## src/rtl/lda_weight_seq.sv

```systemverilog
`default_nettype none
// lda_weight_seq: computes the LDA projection vector w = Sinv * (m1 - m2) by
// stepping one shared single-precision fpu through an 8-op schedule. Rev 1.0

module lda_fpu #(
  parameter int LAT = 6
) (
  input  logic        clk,
  input  logic        rst_n,
  input  logic [31:0] a,
  input  logic [31:0] b,
  input  logic [1:0]  op,
  output logic [31:0] y
);
  localparam logic [31:0] QNAN = 32'h7FC00000;

  // Round-to-nearest-even adder; subnormal operands and results flush to zero.
  function automatic logic [31:0] fadd(input logic [31:0] x, input logic [31:0] z);
    logic [31:0] a_big, b_sml;
    logic [7:0]  d;
    logic [26:0] ma, mb, mask;
    logic [27:0] s;
    logic [4:0]  lz;
    logic [9:0]  e;
    logic [24:0] m;
    logic        found;
    fadd = 32'h0;
    if (x[30:23] == 8'hFF || z[30:23] == 8'hFF) begin
      if ((x[30:23] == 8'hFF && x[22:0] != '0) || (z[30:23] == 8'hFF && z[22:0] != '0) ||
          (x[30:23] == 8'hFF && z[30:23] == 8'hFF && x[31] != z[31]))
        fadd = QNAN;
      else
        fadd = (x[30:23] == 8'hFF) ? x : z;
    end else if (z[30:23] == '0) begin
      fadd = (x[30:23] == '0) ? 32'h0 : x;
    end else if (x[30:23] == '0) begin
      fadd = z;
    end else begin
      if (x[30:0] >= z[30:0]) begin a_big = x; b_sml = z; end
      else                    begin a_big = z; b_sml = x; end
      d  = a_big[30:23] - b_sml[30:23];
      ma = {1'b1, a_big[22:0], 3'b000};
      mb = {1'b1, b_sml[22:0], 3'b000};
      if (d >= 8'd27) begin
        mb = 27'd1;
      end else begin
        mask = (27'd1 << d) - 27'd1;
        mb   = (mb >> d) | {26'd0, |(mb & mask)};
      end
      s = (a_big[31] == b_sml[31]) ? ({1'b0, ma} + {1'b0, mb}) : ({1'b0, ma} - {1'b0, mb});
      e = {2'b00, a_big[30:23]};
      if (s != '0) begin
        if (s[27]) begin
          s = {1'b0, s[27:2], s[1] | s[0]};
          e = e + 10'd1;
        end else begin
          lz = 5'd0;
          found = 1'b0;
          for (int i = 26; i >= 0; i--) begin
            if (!found) begin
              if (s[i]) found = 1'b1;
              else      lz = lz + 5'd1;
            end
          end
          s = s << lz;
          e = e - {5'd0, lz};
        end
        m = {1'b0, s[26:3]} + {24'd0, s[2] & (s[1] | s[0] | s[3])};
        if (m[24]) begin
          m = m >> 1;
          e = e + 10'd1;
        end
        if (e[9] || e == '0)     fadd = {a_big[31], 31'd0};
        else if (e >= 10'd255)   fadd = {a_big[31], 8'hFF, 23'd0};
        else                     fadd = {a_big[31], e[7:0], m[22:0]};
      end
    end
  endfunction

  function automatic logic [31:0] fmul(input logic [31:0] x, input logic [31:0] z);
    logic        sg, g, st;
    logic [47:0] p;
    logic [9:0]  e;
    logic [24:0] m;
    sg   = x[31] ^ z[31];
    fmul = {sg, 31'd0};
    if ((x[30:23] == 8'hFF && x[22:0] != '0) || (z[30:23] == 8'hFF && z[22:0] != '0)) begin
      fmul = QNAN;
    end else if (x[30:23] == 8'hFF || z[30:23] == 8'hFF) begin
      fmul = (x[30:23] == '0 || z[30:23] == '0) ? QNAN : {sg, 8'hFF, 23'd0};
    end else if (x[30:23] != '0 && z[30:23] != '0) begin
      p = {24'd0, 1'b1, x[22:0]} * {24'd0, 1'b1, z[22:0]};
      e = {2'b00, x[30:23]} + {2'b00, z[30:23]} - 10'd127;
      if (p[47]) begin
        m  = {1'b0, p[47:24]};
        g  = p[23];
        st = |p[22:0];
        e  = e + 10'd1;
      end else begin
        m  = {1'b0, p[46:23]};
        g  = p[22];
        st = |p[21:0];
      end
      m = m + {24'd0, g & (st | m[0])};
      if (m[24]) begin
        m = m >> 1;
        e = e + 10'd1;
      end
      if (e[9] || e == '0)     fmul = {sg, 31'd0};
      else if (e >= 10'd255)   fmul = {sg, 8'hFF, 23'd0};
      else                     fmul = {sg, e[7:0], m[22:0]};
    end
  endfunction

  logic [31:0] res;
  logic [31:0] pipe [LAT];

  always_comb begin
    res = 32'h0;
    case (op)
      2'b00:   res = fadd(a, b);
      2'b01:   res = fadd(a, {~b[31], b[30:0]});
      2'b11:   res = fmul(a, b);
      default: res = 32'h0;
    endcase
  end

  always_ff @(posedge clk or negedge rst_n) begin
    if (!rst_n) begin
      for (int i = 0; i < LAT; i++) pipe[i] <= 32'h0;
    end else begin
      pipe[0] <= res;
      for (int i = 1; i < LAT; i++) pipe[i] <= pipe[i-1];
    end
  end

  assign y = pipe[LAT-1];
endmodule

module lda_weight_seq #(
  parameter int FPU_LAT = 6,
  parameter int W       = 32
) (
  input  logic         clk,
  input  logic         rst_n,
  input  logic         in_valid,
  output logic         in_ready,
  input  logic [W-1:0] s1,
  input  logic [W-1:0] s2,
  input  logic [W-1:0] s3,
  input  logic [W-1:0] s4,
  input  logic [W-1:0] m1x,
  input  logic [W-1:0] m1y,
  input  logic [W-1:0] m2x,
  input  logic [W-1:0] m2y,
  output logic         out_valid,
  input  logic         out_ready,
  output logic [W-1:0] w1,
  output logic [W-1:0] w2,
  output logic         out_err
);
  localparam int            CW       = $clog2(FPU_LAT + 1);
  localparam logic [CW-1:0] CNT_INIT = CW'(FPU_LAT - 1);
  localparam logic [1:0]    OP_ADD   = 2'b00;
  localparam logic [1:0]    OP_SUB   = 2'b01;
  localparam logic [1:0]    OP_MUL   = 2'b11;

  typedef enum logic [1:0] {IDLE, ISSUE, WAIT, DONE} state_t;

  state_t        state;
  logic [2:0]    k;
  logic [CW-1:0] cnt;
  logic [W-1:0]  reg_s1, reg_s2, reg_s3, reg_s4;
  logic [W-1:0]  reg_m1x, reg_m1y, reg_m2x, reg_m2y;
  logic [W-1:0]  d1, d2, p1, p2, p3, p4;
  logic [W-1:0]  fpu_a, fpu_b, fpu_y;
  logic [1:0]    fpu_op;

  // Operands depend only on k, so they stay put from ISSUE until capture.
  always_comb begin
    fpu_a  = '0;
    fpu_b  = '0;
    fpu_op = OP_ADD;
    case (k)
      3'd0: begin fpu_a = reg_m1x; fpu_b = reg_m2x; fpu_op = OP_SUB; end
      3'd1: begin fpu_a = reg_m1y; fpu_b = reg_m2y; fpu_op = OP_SUB; end
      3'd2: begin fpu_a = reg_s1;  fpu_b = d1;      fpu_op = OP_MUL; end
      3'd3: begin fpu_a = reg_s2;  fpu_b = d2;      fpu_op = OP_MUL; end
      3'd4: begin fpu_a = reg_s3;  fpu_b = d1;      fpu_op = OP_MUL; end
      3'd5: begin fpu_a = reg_s4;  fpu_b = d2;      fpu_op = OP_MUL; end
      3'd6: begin fpu_a = p1;      fpu_b = p2;      fpu_op = OP_ADD; end
      3'd7: begin fpu_a = p3;      fpu_b = p4;      fpu_op = OP_ADD; end
    endcase
  end

  lda_fpu #(.LAT(FPU_LAT)) u_fpu (
    .clk   (clk),
    .rst_n (rst_n),
    .a     (fpu_a),
    .b     (fpu_b),
    .op    (fpu_op),
    .y     (fpu_y)
  );

  always_ff @(posedge clk or negedge rst_n) begin
    if (!rst_n) begin
      state     <= IDLE;
      in_ready  <= 1'b1;
      out_valid <= 1'b0;
      out_err   <= 1'b0;
      k         <= 3'd0;
      cnt       <= '0;
      reg_s1  <= '0; reg_s2  <= '0; reg_s3  <= '0; reg_s4  <= '0;
      reg_m1x <= '0; reg_m1y <= '0; reg_m2x <= '0; reg_m2y <= '0;
      d1 <= '0; d2 <= '0; p1 <= '0; p2 <= '0; p3 <= '0; p4 <= '0;
      w1 <= '0; w2 <= '0;
    end else begin
      case (state)
        IDLE: begin
          if (in_valid) begin
            reg_s1  <= s1;  reg_s2  <= s2;  reg_s3  <= s3;  reg_s4  <= s4;
            reg_m1x <= m1x; reg_m1y <= m1y; reg_m2x <= m2x; reg_m2y <= m2y;
            k        <= 3'd0;
            out_err  <= 1'b0;
            in_ready <= 1'b0;
            state    <= ISSUE;
          end
        end
        ISSUE: begin
          cnt   <= CNT_INIT;
          state <= WAIT;
        end
        WAIT: begin
          if (cnt == '0) begin
            case (k)
              3'd0: d1 <= fpu_y;
              3'd1: d2 <= fpu_y;
              3'd2: p1 <= fpu_y;
              3'd3: p2 <= fpu_y;
              3'd4: p3 <= fpu_y;
              3'd5: p4 <= fpu_y;
              3'd6: w1 <= fpu_y;
              3'd7: w2 <= fpu_y;
            endcase
            if (fpu_y[30:23] == 8'hFF) out_err <= 1'b1;
            if (k == 3'd7) begin
              out_valid <= 1'b1;
              state     <= DONE;
            end else begin
              k     <= k + 3'd1;
              state <= ISSUE;
            end
          end else begin
            cnt <= cnt - CW'(1);
          end
        end
        DONE: begin
          if (out_ready) begin
            out_valid <= 1'b0;
            in_ready  <= 1'b1;
            state     <= IDLE;
          end
        end
        default: state <= IDLE;
      endcase
    end
  end
endmodule
`default_nettype wire

```

## config.mk

```make
export PLATFORM = sky130hd
export DESIGN_NAME = lda_weight_seq
export DESIGN_NICKNAME = d
export VERILOG_FILES = /design/src/rtl/lda_weight_seq.sv
export SDC_FILE = /design/constraint.sdc
export NUM_CORES = 2
export LEC_CHECK = 0
export BUFFER_PORTS_ARGS = -buffer_cell sky130_fd_sc_hd__buf_4
export CORE_MARGIN = 8
export CORE_UTILIZATION = 67
export CTS_CLUSTER_DIAMETER = 150
export DETAILED_ROUTE_END_ITERATION = 10
export GPL_TIMING_DRIVEN = 0
export PLACE_DENSITY_LB_ADDON = 0.25
export SETUP_SLACK_MARGIN = 0.1
export SYNTH_ARGS = -nofsm -noshare
export SYNTH_HDL_FRONTEND = slang
export SYNTH_SLANG_ARGS = --single-unit
```

## constraint.sdc

```tcl
create_clock -name clk -period 70.1 [get_ports clk]
set_input_delay 14.02 -clock clk [delete_from_list [all_inputs] [get_ports clk]]
set_output_delay 14.02 -clock clk [all_outputs]
set_load 0.1 [all_outputs]
```

==> run summary, run 1 <==
The post-detailed-placement half-perimeter wirelength is 246 mm. The biggest area contributor in the post-synthesis netlist is sky130_fd_sc_hd__dfrtp_1. In the synthesized netlist, the cells that appear most often are sky130_fd_sc_hd__nand2_1 (933), sky130_fd_sc_hd__dfrtp_1 (714), sky130_fd_sc_hd__nor2_1 (712).

The level count of the clock H-tree is 2. It got as far as global routing and failed there. The overall die height came out at 342 um. The number of distinct library cell variants in the gate-level netlist after synthesis is 143.

Once the clock tree was built, the setup fixing pass inserted 0 buffers. In the post-synthesis netlist, the cell with the most instances is sky130_fd_sc_hd__nand2_1. The number of I/O port buffers is 326. The proportion of register bits with asynchronous set or reset after synthesis came out at 1.00. The register area share after synthesis is 0.252.

Ranked by total cell area, the synthesized netlist is headed by sky130_fd_sc_hd__dfrtp_1 (25%), sky130_fd_sc_hd__fa_1 (14%), sky130_fd_sc_hd__mux2_2 (9.4%). The clock tree buffer depth is 3. The cts-stage hold buffer count came out at 0.

In this run the count of I/O pins placed on the die edge is 327. The total nets after synthesis came out at 9084. The placed instances occupy a cell area of 75700 um^2. The area fraction of the dominant cell type after synthesis came out at 0.251. The number of cell rows came out at 119.

The initial standard-cell utilization of the core is 0.675. The cell at the root of the clock tree is sky130_fd_sc_hd__clkbuf_16. The synthesized area per cell came out at 8.91 um^2. The tool reported: "[ERROR GRT-0232] Routing congestion too high. Check the congestion heatmap in the GUI". The initial antenna violation count came out at 97. The number of clock buffers added by TritonCTS is 56. Routability-driven placement finished with a final weighted congestion of 1.19. The count of warnings emitted by yosys came out at 0.

The run stopped with a tool error. The area of the mapped netlist came out at 71100 um^2. The number of instances resized during post-cts repair came out at 0.

Among all flip-flop cells after synthesis, the most frequent one is sky130_fd_sc_hd__dfrtp_1. The global-route congestion overflow total came out at 28. The number of clock sinks seen by CTS is 715.

Entering global routing, the biggest net connects 137 pins. After synthesis the netlist holds a flip-flop and latch count of 715. The cell count after synthesis came out at 7977. The overall global routing resource usage came out at 0.749. The die outline width is 342 um. The count of flip-flops with a built-in enable after synthesis is 0.
[logic make-up after synthesis]
group / after synthesis / share of synthesized area
flip-flops: 715 / 0.252
AND/OR/NAND/NOR: 2553 / 0.166
AO/OA/AOI/OAI: 1650 / 0.158
adder cells (fa/ha/maj): 857 / 0.202
XOR/XNOR: 281 / 0.0383
buffers and inverters: 1166 / 0.0644
multiplexers: 755 / 0.119
[stage by stage]
| step | std cells | setup slack (ns) | hold slack (ns) | utilization |
|---|---|---|---|---|
| floorplan | 7977 | 38.86 | 0.331 | - |
| CTS | 9815 | 26.65 | 0.344 | 0.738 |
| detailed placement | 9710 | 27.14 | 0.335 | 0.719 |
| global placement | 9694 | 27.13 | 0.331 | 0.715 |
[metal layers]
metal,GRT overflow,GRT usage
met1,3,0.737
met2,7,0.858
met3,4,0.695
met4,14,0.689
met5,0,0.500
==> run 2, diff against run 1 <==
--- a/config.mk
+++ b/config.mk
@@ -7,12 +7,10 @@
 export LEC_CHECK = 0
 export BUFFER_PORTS_ARGS = -buffer_cell sky130_fd_sc_hd__buf_4
 export CORE_MARGIN = 8
-export CORE_UTILIZATION = 67
-export CTS_CLUSTER_DIAMETER = 150
+export CORE_UTILIZATION = 40
 export DETAILED_ROUTE_END_ITERATION = 10
 export GPL_TIMING_DRIVEN = 0
-export PLACE_DENSITY_LB_ADDON = 0.25
-export SETUP_SLACK_MARGIN = 0.1
+export PLACE_DENSITY_LB_ADDON = 0.15
 export SYNTH_ARGS = -nofsm -noshare
 export SYNTH_HDL_FRONTEND = slang
 export SYNTH_SLANG_ARGS = --single-unit
==> run 2 against run 1 <==
Net effect:
- synthesized cell count stayed put
- the flow now finishes, with violations (capacitance limit, slew limit)
- area after synthesis unchanged
==> run summary, run 2 <==
The flow ran to the end, but the final reports show violations. The final reports fail on capacitance limit, slew limit. From left edge to right edge, the die measures 438 um.

The number of max-cap violations came out at 2. The level count of the clock H-tree is 2. The clock tree from TritonCTS is built. Summed over all layers, the routed wires come to 323 mm. The kind of launch point of the worst setup path is a flop. The largest net degree at the start of global routing came out at 117. The synthesized netlist cell count is 7977.

The clock transition at the registers of the reported paths came out at 0.07 ns. The tree is rooted in a sky130_fd_sc_hd__clkbuf_16. The cts-stage hold buffer count came out at 0.

The via count of the first global-routing pass was 65.0k. Setup repair after global routing left no endpoint under its margin. The time the final worst path needs with I/O delays and setup is 44.86 ns. The register bit count reported by yosys came out at 715. The tightest min-delay check is of the reg -> reg type. The number of instances resized during post-cts repair is 0. In the final routed layout, each cell accounts on average for 30.0 um. The floorplan step set the die height to 438 um. The clock tree buffer depth is 3. Relative to the synthesized area, the layout overhead comes to 11.2%.

The area of the mapped netlist came out at 71100 um^2. The layout net count is 9488. The overall global routing resource usage is 0.325. Counting flops with a built-in enable in the synthesized netlist gives 0. u_fpu.pipe holds more flip-flops than any other register. The total nets after synthesis came out at 9084. The first TritonRoute pass finished after 7 iterations. Ranked by instance count, the synthesized netlist is headed by sky130_fd_sc_hd__nand2_1 (933), sky130_fd_sc_hd__dfrtp_1 (714), sky130_fd_sc_hd__nor2_1 (712).

STA classifies the critical path endpoint as a flop. The number of buffers created by CTS came out at 60. The initial standard-cell utilization of the core is 0.403.

The share of the cycle needed by the critical path after routing came out at 0.640. The number of I/O port buffers came out at 326. For this run, the top clock speed supported by timing is 22.3 MHz. The detail-routed via count per cell is 6.10. The required time at the endpoint of the critical path came out at 70.57 ns. The first global-routing pass estimated 464 mm of wire.

The dominant cell type by area after synthesis is sky130_fd_sc_hd__dfrtp_1. Counting distinct cell types in the post-synthesis netlist gives 143. The worst stage delay on the critical path came out at 1.15 ns. The worst slew slack as a fraction of its limit came out at -0.0848. The actual slew at the worst max-slew pin came out at 1.62 ns. The final RePlAce weighted congestion came out at 1.05. The floorplan die area is 192000 um^2. The max-slew violation count was 21. The vias after detailed routing came out at 65.7k. In this run the remaining antenna-violating nets after routing total 0. For this run the aggregate overflow at the end of global routing stands at 0. The initial antenna violation count was 10. The top fanout value on the critical path is 11. The number of cell rows is 154. The flip-flop count of the largest register after layout is 160. Of all flip-flops after synthesis, the portion carrying an async set or reset was 1.00. Of the cells placed in the final design, the portion with a size suffix greater than 1 is 0.150. Among the stages of the critical path, the cell type that occurs most often is sky130_fd_sc_hd__ha_1. The filler cells instantiated in the layout total 17.4k.

The setup check on the worst reg-to-reg path leaves a slack of 25.24 ns. The area fraction of the dominant cell type after synthesis is 0.251. After synthesis, the cell types taking the most area are sky130_fd_sc_hd__dfrtp_1 (25%), sky130_fd_sc_hd__fa_1 (14%), sky130_fd_sc_hd__mux2_2 (9.4%). The worst path arrival time is 45.33 ns. For this design, the slowest cell found on the critical path is sky130_fd_sc_hd__a221oi_2. The post-detailed-placement half-perimeter wirelength is 265 mm.

327 I/O pins were placed. Setup violations remaining at the end of the flow were counted as 0. CTS saw 715 sinks. The clock skew is 0.0501 ns.

The sum of negative setup slack is 0 ns. The cell with the most instances after synthesis is sky130_fd_sc_hd__nand2_1. The library cell used most frequently in the layout, excluding fill and tap cells, is sky130_fd_sc_hd__nand2_1. For this run, the register share of the synthesized area comes to 0.252. Once the clock tree was built, the setup fixing pass inserted 0 buffers. In the synthesized netlist the dominant register cell turns out to be sky130_fd_sc_hd__dfrtp_1. The number of DRC violations after detailed-routing iteration 0 is 7227. The final count of hold timing violations was 0. The latest clock arrival within the worst-skew pair came out at 0.67 ns. In the layout the commonest cells are sky130_fd_sc_hd__nand2_1 (933), sky130_fd_sc_hd__dfrtp_1 (714), sky130_fd_sc_hd__nor2_1 (712). The remaining routing DRC violations came out at 0. For this run, the number of Yosys warnings is 0. The region available for standard cell placement spans 176000 um^2. The critical path in this run is classified as reg -> reg. Dividing the synthesized area by the synthesized cell count gives 8.91 um^2.
run 2: through the flow:
stage | setup slack (ns) | cell area [um^2] | util | instances | hold WS [ns]
final | 25.24 | 79100 | 0.449 | 10800 | 0.339
after CTS | 26.69 | 79000 | 0.448 | 10800 | 0.340
after detailed placement | 26.79 | 76900 | 0.436 | 10700 | 0.335
after global placement | 25.58 | 76500 | 0.434 | 10600 | 0.331
after floorplan | 38.86 | 71100 | - | 7977 | 0.331
after global routing | 23.86 | 79100 | 0.448 | 10800 | 0.347
run 2: cells by family after synthesis:
group / count (synthesis) / synth area share
AO/OA/AOI/OAI: 1650 / 0.158
XOR/XNOR: 281 / 0.0383
adder cells (fa/ha/maj): 857 / 0.202
buffers and inverters: 1166 / 0.0644
flip-flops: 715 / 0.252
multiplexers: 755 / 0.119
AND/OR/NAND/NOR: 2553 / 0.166
run 2: layer usage:
| layer | global-route usage | share of wire | wire, um | vias to the layer above |
|---|---|---|---|---|
| met1 | 0.425 | 0.41 | 133000 | 33100 |
| met4 | 0.163 | 0.063 | 20300 | 8 |
| met5 | 0 | 0.00016 | 52 | - |
| li1 | - | - | - | 28600 |
| met2 | 0.513 | 0.44 | 142000 | 3297 |
| met3 | 0.0679 | 0.087 | 28100 | 739 |
run 2: cell type report:
class                   instances  area, um^2  area share
multi-input cells            6096       48800       0.617
flip-flops and latches        715       17900       0.226
well taps                    2340        2930      0.0370
repair buffers                342        2790      0.0353
inverters                     729        2740      0.0346
plain buffers                 437        1840      0.0232
clock buffers                  87        1770      0.0224
clock inverters                24         345     0.00437
diodes                          8        20.0    0.000253
run 2: final timing paths:
path / end / startpoint / cells past startpoint
min in group asynchronous: reg_m1x[10] / rst_n / 1
min reg2reg: u_fpu.pipe[35] / u_fpu.pipe[67] / 0
min: u_fpu.pipe[35] / u_fpu.pipe[67] / 0
max: u_fpu.pipe[177] / k[1] / 154
max in group asynchronous: reg_m2x[19] / rst_n / 6
max reg2reg: u_fpu.pipe[177] / k[1] / 154
run 2: worst max-delay path, delay by kind of cell (launching register included):
| kind | cells | cell delay (ns) |
|---|---|---|
| AND/OR/NAND/NOR | 47 | 9.61 |
| multiplexers | 9 | 1.94 |
| XOR/XNOR | 4 | 1.51 |
| adder cells (fa/ha/maj) | 29 | 9.22 |
| flip-flops | 1 | 0.46 |
| buffers and inverters | 26 | 11.08 |
| AO/OA/AOI/OAI | 39 | 10.68 |
Power of run 2 is not shown: default switching activity piles up to over one toggle a cycle in this logic, so the estimate is an artifact.
